--- src/rtl/proj_minhash_tracker_if.sv ---
// Stream/result bundle between the k-mer shift buffer, the minhash tracker and
// the sketch collector.
//   master : producer side (drives k-mers and control, consumes the result)
//   slave  : tracker side (consumes k-mers, drives in_ready/result/overrun)
// Signals:
//   kmer        k-mer, element 0 is the newest symbol
//   kmer_valid  buffer full; kmer is valid this cycle
//   start_over  synchronous clear
//   seq_end     last k-mer of the sequence
//   in_ready    tracker accepting k-mers
//   min_hash    minimum hash of the sequence
//   kmer_count  k-mers hashed in the sequence
//   out_valid   result valid
//   out_ready   downstream accept
//   overrun     sticky: input arrived while in_ready was low
interface proj_minhash_tracker_if #(
  parameter int unsigned DATA_BITS = 2,
  parameter int unsigned KMER_LEN  = 16,
  parameter int unsigned CNT_BITS  = 16
);
  localparam int unsigned OUT_KMER = KMER_LEN * DATA_BITS;

  logic [KMER_LEN-1:0][DATA_BITS-1:0] kmer;
  logic                               kmer_valid;
  logic                               start_over;
  logic                               seq_end;
  logic                               in_ready;
  logic [OUT_KMER-1:0]                min_hash;
  logic [CNT_BITS-1:0]                kmer_count;
  logic                               out_valid;
  logic                               out_ready;
  logic                               overrun;

  modport master (
    output kmer, kmer_valid, start_over, seq_end, out_ready,
    input  in_ready, min_hash, kmer_count, out_valid, overrun
  );

  modport slave (
    input  kmer, kmer_valid, start_over, seq_end, out_ready,
    output in_ready, min_hash, kmer_count, out_valid, overrun
  );
endinterface

--- src/rtl/proj_minhash_tracker.sv ---
// Minhash tracker: hashes every k-mer presented while the shift buffer is full
// through a 2-stage multiplicative hash, tracks the minimum hash and k-mer count
// of the current sequence, and on seq_end drains the pipeline and offers
// {min_hash, kmer_count} over a valid/ready handshake.
// Ports:
//   clk    clock
//   rst_n  asynchronous active-low reset
//   bus    proj_minhash_tracker_if.slave (k-mer input, control, result, overrun)
// Optional build macro:
//   PROJ_MINHASH_CANONICAL_EN  hash min(forward, reverse-complement) instead of
//                              the forward k-mer only; latency is unchanged.
module proj_minhash_tracker #(
  parameter int unsigned         DATA_BITS = 2,
  parameter int unsigned         KMER_LEN  = 16,
  parameter int unsigned         OUT_KMER  = KMER_LEN * DATA_BITS,
  parameter logic [OUT_KMER-1:0] HASH_SEED = '0,
  parameter logic [OUT_KMER-1:0] HASH_MULT = OUT_KMER'(32'h9E37_79B1),
  parameter int unsigned         CNT_BITS  = 16
) (
  input logic                   clk,
  input logic                   rst_n,
  proj_minhash_tracker_if.slave bus
);

  typedef enum logic [1:0] {StAccum, StDrain, StOutput} state_e;

  state_e              state_q, state_d;
  logic                s1_valid_q, s1_valid_d;
  logic [OUT_KMER-1:0] s1_q, s1_d;
  logic                s2_valid_q, s2_valid_d;
  logic [OUT_KMER-1:0] h_q, h_d;
  logic [OUT_KMER-1:0] min_q, min_d;
  logic [CNT_BITS-1:0] count_q, count_d;
  logic [OUT_KMER-1:0] min_hash_q, min_hash_d;
  logic [CNT_BITS-1:0] kmer_count_q, kmer_count_d;
  logic                out_valid_q, out_valid_d;
  logic                overrun_q, overrun_d;

  logic [OUT_KMER-1:0] fwd;
  logic [OUT_KMER-1:0] sel;
  logic [OUT_KMER-1:0] prod;
  logic                accept;

  assign fwd = bus.kmer;

`ifdef PROJ_MINHASH_CANONICAL_EN
  logic [KMER_LEN-1:0][DATA_BITS-1:0] rc;

  // Reverse symbol order and complement each symbol (A<->T, C<->G).
  always_comb begin
    for (int unsigned i = 0; i < KMER_LEN; i++) begin
      rc[i] = ~bus.kmer[KMER_LEN-1-i];
    end
  end

  assign sel = (OUT_KMER'(rc) < fwd) ? OUT_KMER'(rc) : fwd;
`else
  assign sel = fwd;
`endif

  // Product truncated to OUT_KMER bits (mod 2^OUT_KMER).
  assign prod   = s1_q * HASH_MULT;
  assign accept = (state_q == StAccum) && bus.kmer_valid;

  always_comb begin
    state_d      = state_q;
    s1_valid_d   = accept;
    s1_d         = s1_q;
    s2_valid_d   = s1_valid_q;
    h_d          = h_q;
    min_d        = min_q;
    count_d      = count_q;
    min_hash_d   = min_hash_q;
    kmer_count_d = kmer_count_q;
    out_valid_d  = out_valid_q;
    overrun_d    = overrun_q;

    if (accept) begin
      s1_d = sel ^ HASH_SEED;
    end
    if (s1_valid_q) begin
      h_d = prod ^ (prod >> (OUT_KMER / 2));
    end
    if (s2_valid_q) begin
      if (h_q < min_q) begin
        min_d = h_q;
      end
      if (count_q != '1) begin
        count_d = count_q + CNT_BITS'(1);
      end
    end

    if ((state_q != StAccum) && (bus.kmer_valid || bus.seq_end)) begin
      overrun_d = 1'b1;
    end

    unique case (state_q)
      StAccum: begin
        if (bus.seq_end) begin
          state_d = StDrain;
        end
      end
      StDrain: begin
        // Both stages empty means the last min/count update has landed.
        if (!s1_valid_q && !s2_valid_q) begin
          min_hash_d   = min_q;
          kmer_count_d = count_q;
          out_valid_d  = 1'b1;
          state_d      = StOutput;
        end
      end
      StOutput: begin
        if (bus.out_ready) begin
          out_valid_d = 1'b0;
          min_d       = '1;
          count_d     = '0;
          state_d     = StAccum;
        end
      end
      default: state_d = StAccum;
    endcase

    // start_over wins over everything else this cycle.
    if (bus.start_over) begin
      s1_valid_d  = 1'b0;
      s2_valid_d  = 1'b0;
      min_d       = '1;
      count_d     = '0;
      out_valid_d = 1'b0;
      overrun_d   = 1'b0;
      state_d     = StAccum;
    end
  end

  always_ff @(posedge clk or negedge rst_n) begin
    if (!rst_n) begin
      state_q      <= StAccum;
      s1_valid_q   <= 1'b0;
      s1_q         <= '0;
      s2_valid_q   <= 1'b0;
      h_q          <= '0;
      min_q        <= '1;
      count_q      <= '0;
      min_hash_q   <= '0;
      kmer_count_q <= '0;
      out_valid_q  <= 1'b0;
      overrun_q    <= 1'b0;
    end else begin
      state_q      <= state_d;
      s1_valid_q   <= s1_valid_d;
      s1_q         <= s1_d;
      s2_valid_q   <= s2_valid_d;
      h_q          <= h_d;
      min_q        <= min_d;
      count_q      <= count_d;
      min_hash_q   <= min_hash_d;
      kmer_count_q <= kmer_count_d;
      out_valid_q  <= out_valid_d;
      overrun_q    <= overrun_d;
    end
  end

  assign bus.in_ready   = (state_q == StAccum);
  assign bus.min_hash   = min_hash_q;
  assign bus.kmer_count = kmer_count_q;
  assign bus.out_valid  = out_valid_q;
  assign bus.overrun    = overrun_q;

endmodule

--- src/flat_wrapper.sv ---
// flat-port wrapper written by rule: the top's interface ports become plain ports
module proj_minhash_tracker_flat 
#(
  parameter int unsigned         DATA_BITS = 2,
  parameter int unsigned         KMER_LEN  = 16,
  parameter int unsigned         OUT_KMER  = KMER_LEN * DATA_BITS,
  parameter logic [OUT_KMER-1:0] HASH_SEED = '0,
  parameter logic [OUT_KMER-1:0] HASH_MULT = OUT_KMER'(32'h9E37_79B1),
  parameter int unsigned         CNT_BITS  = 16
)
  (clk, rst_n, bus_kmer, bus_kmer_valid, bus_start_over, bus_seq_end, bus_out_ready, bus_in_ready, bus_min_hash, bus_kmer_count, bus_out_valid, bus_overrun);
  proj_minhash_tracker_if #(.DATA_BITS(DATA_BITS), .KMER_LEN(KMER_LEN), .CNT_BITS(CNT_BITS)) bus_i ();
  input logic clk;
  input logic rst_n;
  input wire logic [$bits(bus_i.kmer)-1:0] bus_kmer;
  input wire logic [$bits(bus_i.kmer_valid)-1:0] bus_kmer_valid;
  input wire logic [$bits(bus_i.start_over)-1:0] bus_start_over;
  input wire logic [$bits(bus_i.seq_end)-1:0] bus_seq_end;
  input wire logic [$bits(bus_i.out_ready)-1:0] bus_out_ready;
  output wire logic [$bits(bus_i.in_ready)-1:0] bus_in_ready;
  output wire logic [$bits(bus_i.min_hash)-1:0] bus_min_hash;
  output wire logic [$bits(bus_i.kmer_count)-1:0] bus_kmer_count;
  output wire logic [$bits(bus_i.out_valid)-1:0] bus_out_valid;
  output wire logic [$bits(bus_i.overrun)-1:0] bus_overrun;
  assign bus_i.kmer = bus_kmer;
  assign bus_i.kmer_valid = bus_kmer_valid;
  assign bus_i.start_over = bus_start_over;
  assign bus_i.seq_end = bus_seq_end;
  assign bus_i.out_ready = bus_out_ready;
  assign bus_in_ready = bus_i.in_ready;
  assign bus_min_hash = bus_i.min_hash;
  assign bus_kmer_count = bus_i.kmer_count;
  assign bus_out_valid = bus_i.out_valid;
  assign bus_overrun = bus_i.overrun;
  proj_minhash_tracker #(.DATA_BITS(DATA_BITS), .KMER_LEN(KMER_LEN), .OUT_KMER(OUT_KMER), .HASH_SEED(HASH_SEED), .HASH_MULT(HASH_MULT), .CNT_BITS(CNT_BITS)) u_core (.clk(clk), .rst_n(rst_n), .bus(bus_i));
endmodule
--- config.mk ---
export PLATFORM = sky130hd
export DESIGN_NAME = proj_minhash_tracker_flat
export DESIGN_NICKNAME = d
export VERILOG_FILES = /design/src/rtl/proj_minhash_tracker_if.sv /design/src/rtl/proj_minhash_tracker.sv /design/src/flat_wrapper.sv
export SDC_FILE = /design/constraint.sdc
export NUM_CORES = 1
export LEC_CHECK = 0
export ABC_CLOCK_PERIOD_IN_PS = 15800
export BUFFER_PORTS_ARGS = -buffer_cell sky130_fd_sc_hd__buf_2
export CORE_UTILIZATION = 40
export CTS_CLUSTER_SIZE = 28
export DETAILED_ROUTE_END_ITERATION = 6
export MAX_ROUTING_LAYER = met4
export PLACE_DENSITY = 0.63
export SLEW_MARGIN = 20
export SYNTH_ARGS = -nofsm -noshare
export SYNTH_HDL_FRONTEND = slang
export SYNTH_SLANG_ARGS = --single-unit
--- constraint.sdc ---
create_clock -name clk -period 15.8 [get_ports clk]
set_input_delay 3.16 -clock clk [delete_from_list [all_inputs] [get_ports clk]]
set_output_delay 3.16 -clock clk [all_outputs]
set_load 0.01 [all_outputs]
==> impl_results.md <==
- Run status: finished clean
- Critical path launch point type: flop
- Vias in the first global route: 11540
- Combinational family with the most area after synthesis: adder cells
- Final hold violation count: 0
- Most congested layer reported by global routing: met2
- CTS tree: built
- Maximum level of the CTS H-tree: 4
- CTS Buffer Depth: 2
- Sequential fraction of the synthesis area: 0.2578
- Routed wire length: approximately 40000 um
- Count of hold-fix buffers inserted at cts: 0
- Crit-path max FO: 7
- Initial Util: 0.4076
- Total I/O pin count: 89
- Final Max Tran Viols: 0
- Total core area: 39910 um2
- Required arrival time at the worst endpoint: around 16000 ps
- Met1 track utilization from global routing: 0.2675
- First-pass GRT wire length: about 64000 um
- Slew of the pin with the lowest slew margin: a little under 1000 ps
- Count of vias placed by the detailed router: approximately 11000
- Proportion of layout cells with a drive suffix above 1: 0.1594
- Count of buffers inserted at the top-level ports: between 80 and 90
- Top cell type by total area after synthesis: fa_1
- Number of detailed-routing iterations run before antenna repair: 4
- Post-detailed-route via-to-cell ratio: a little under 5
- Clock network latency to the later pin of the worst-skew pair: around 450 ps
- Mapped Nets: ~2000
- Crit path kind: reg -> reg
- Share of synthesized area spent on multiplexers: 0.05437
- Setup repair after global routing missed its margin: no
- Synth-to-Final Area Change: 10.21%
- Synthesized-area fraction occupied by ao, oa, aoi and oai cells: 0.08643
- DRT antenna net count: 0
- Die outline height: 203.7 um
- Number of synthesized flops with an enable pin: 0
- Aggregate negative setup slack: 0 ps
- Fill cell count: about 3800
- Global routing met2 resource utilization: 0.3456
- Final global-route overflow total: 0
- Max-capacitance violation count: 0
- Netlist area before placement: between 15000 and 20000 um2
- Xor-xnor portion of the synthesized cell area: 0.04576
- Cells taking the most area after synthesis: fa_1, dfrtp_1, ha_1
- Number of post-CTS setup repair buffers: 0
- CTS sink cnt: 166
- Number of endpoints failing setup at the final stage: 0
- Simple-gate share of the synthesized area: 0.04076
- Hold Path Class: reg -> reg
- Reg clk slew, reported paths: 80 ps
- Floorplan die width: around 200 um
- Placer's final routability congestion estimate: 0.9551
- Antenna violations before repair: 1
- Max Freq: 0.1333 GHz
- Avg Cell Area, Syn: ~11 um2
- Detailed router's first-iteration violation count: about 460
- Row count: 73
- Post-CTS Resized: 0
- Period Utilization, post-route: 0.4748
- Global routing met3 resource utilization: 0.02796
- Maximum number of pins on one net before global-route repair: approximately 110
- Top library cells by usage in the layout, fill and taps aside: inv_1, ha_1, fa_1, dfrtp_1, buf_2
- Top-area cell type share of the netlist area: 0.2510
- Register bit count reported by yosys: approximately 170
- Worst Skew: about 22 ps
- Num CTS Buffers: 17
- Worst-case headroom to the max-slew limit: 0.3410
- Clock root cell: clkbuf_16
- Time the final worst path needs with I/O delays and setup: approximately 7500 ps
- Capturing element type of the critical path: flop
- Final Net Count: around 2100
- Flip-flop cell with the highest count after synthesis: dfrtp_1
- Synth warn: 0
- Distinct cell type count after synthesis: 60
- Routed length per instance: 18.46 um
- Share of synthesized registers carrying an async set or reset: 1.000
- Data arrival time of the critical path: ~7800 ps
- Antenna fix cells: 0
- Total die area: ~41000 um2
- Overall fraction of global-route tracks in use: 0.2108
- Post-route DRC violation count: 0
- Leading cell type in the layout, fill and taps excluded: inv_1
- Number of instances in the synthesized netlist: roughly 1500
- Post-detailed-placement half-perimeter wirelength: 32290 um
- Post-synthesis adder-cell area fraction: 0.4194
==> final timing paths <==
path / from / endpoint / slack (ps) / depth (start not counted)
hold reg to reg: u_core.bus.out_valid$_DFFE_PN0P_ / u_core.bus.out_valid$_DFFE_PN0P_ / 500 / 2
max in group asynchronous: rst_n / u_core.h_q[28]$_DFFE_PN0P_ / 11510 / 2
min in group asynchronous: rst_n / u_core.bus.min_hash[6]$_DFFE_PN0P_ / 2830 / 1
setup reg to reg: u_core.s1_q[11]$_DFFE_PN0P_ / u_core.h_q[15]$_DFFE_PN0P_ / 8300 / 21
hold / removal: u_core.bus.out_valid$_DFFE_PN0P_ / u_core.bus.out_valid$_DFFE_PN0P_ / 500 / 2
setup / recovery: u_core.s1_q[11]$_DFFE_PN0P_ / u_core.h_q[15]$_DFFE_PN0P_ / 8300 / 21
==> cell families (layout without fill, tap and decap cells) <==
family	count (synthesis)	count (layout)
AO/OA/AOI/OAI	209	209
XOR/XNOR	85	85
adder cells (fa/ha/maj)	423	423
buffers and inverters	412	504
flip-flops	166	166
multiplexers	78	78
AND/OR/NAND/NOR	141	141
==> worst max-delay path: stages, from the launching register on <==
cell	delay [ps]
dfrtp_1	650
inv_1	290
fa_1	580
fa_1	470
fa_1	570
inv_1	60
fa_1	420
fa_1	480
fa_1	520
fa_1	550
inv_1	50
fa_1	530
inv_1	50
ha_1	390
nand4_1	160
or4_1	540
o22ai_1	240
nand4_1	180
a311oi_2	240
xnor2_1	180
xnor2_1	150
a21oi_1	80
==> registers in the layout (all words and copies together), names as in the netlist <==
register and flops:
u_core.s1_q 32, u_core.h_q 32, u_core.bus.min_hash 32, u_core.bus.kmer_count 16
u_core.count_q 16, u_core.s1_valid_q 1, u_core.bus.overrun 1, u_core.min_q 32
u_core.state_q 2, u_core.bus.out_valid 1, u_core.s2_valid_q 1
==> synth_stat cells (10+ instances only) <==
master    number
xnor2_1       68
ha_1         219
o21ai_0       33
dfstp_2       32
clkbuf_1      28
xor2_1        17
dfrtp_1      134
nand2_1       41
inv_1        375
o211ai_1      66
fa_1         204
a21oi_1       51
a21o_1        24
nand4_1       10
mux2_2        75
nor2_1        47
==> metal layers <==
layer | vias up | part of all wire
li1 | 5020 | -
met1 | 5295 | 0.46
met2 | 166 | 0.49
met3 | 55 | 0.025
met4 | 0 | 0.032
met5 | - | 0
==> layout make-up <==
type / instances / area (um2) / share of cell area
Clock buffer: 18 / 429.2 / 0.02393
Clock inverter: 14 / 186.4 / 0.01040
Inverter: 375 / 1408 / 0.07850
Multi-Input combinational cell: 936 / 10540 / 0.5880
Sequential cell: 166 / 4194 / 0.2339
Tap cell: 525 / 656.9 / 0.03663
Timing Repair Buffer: 97 / 514.2 / 0.02868
==> per-stage QoR <==
step	setup slack (ps)	area, um2	hold WS, ps	util	cells
after floorplan	9034	16270	453.3	-	1514
after global placement	8395	17320	478.7	0.4338	2099
after detailed placement	8280	17320	484.5	0.4338	2099
after global routing	7912	17930	513.4	0.4493	2131
final	8298	17930	495.5	0.4493	2131
after CTS	8249	17930	500.8	0.4492	2131
Power is not shown: default switching activity piles up to over one toggle a cycle in this logic, so the estimate is an artifact.
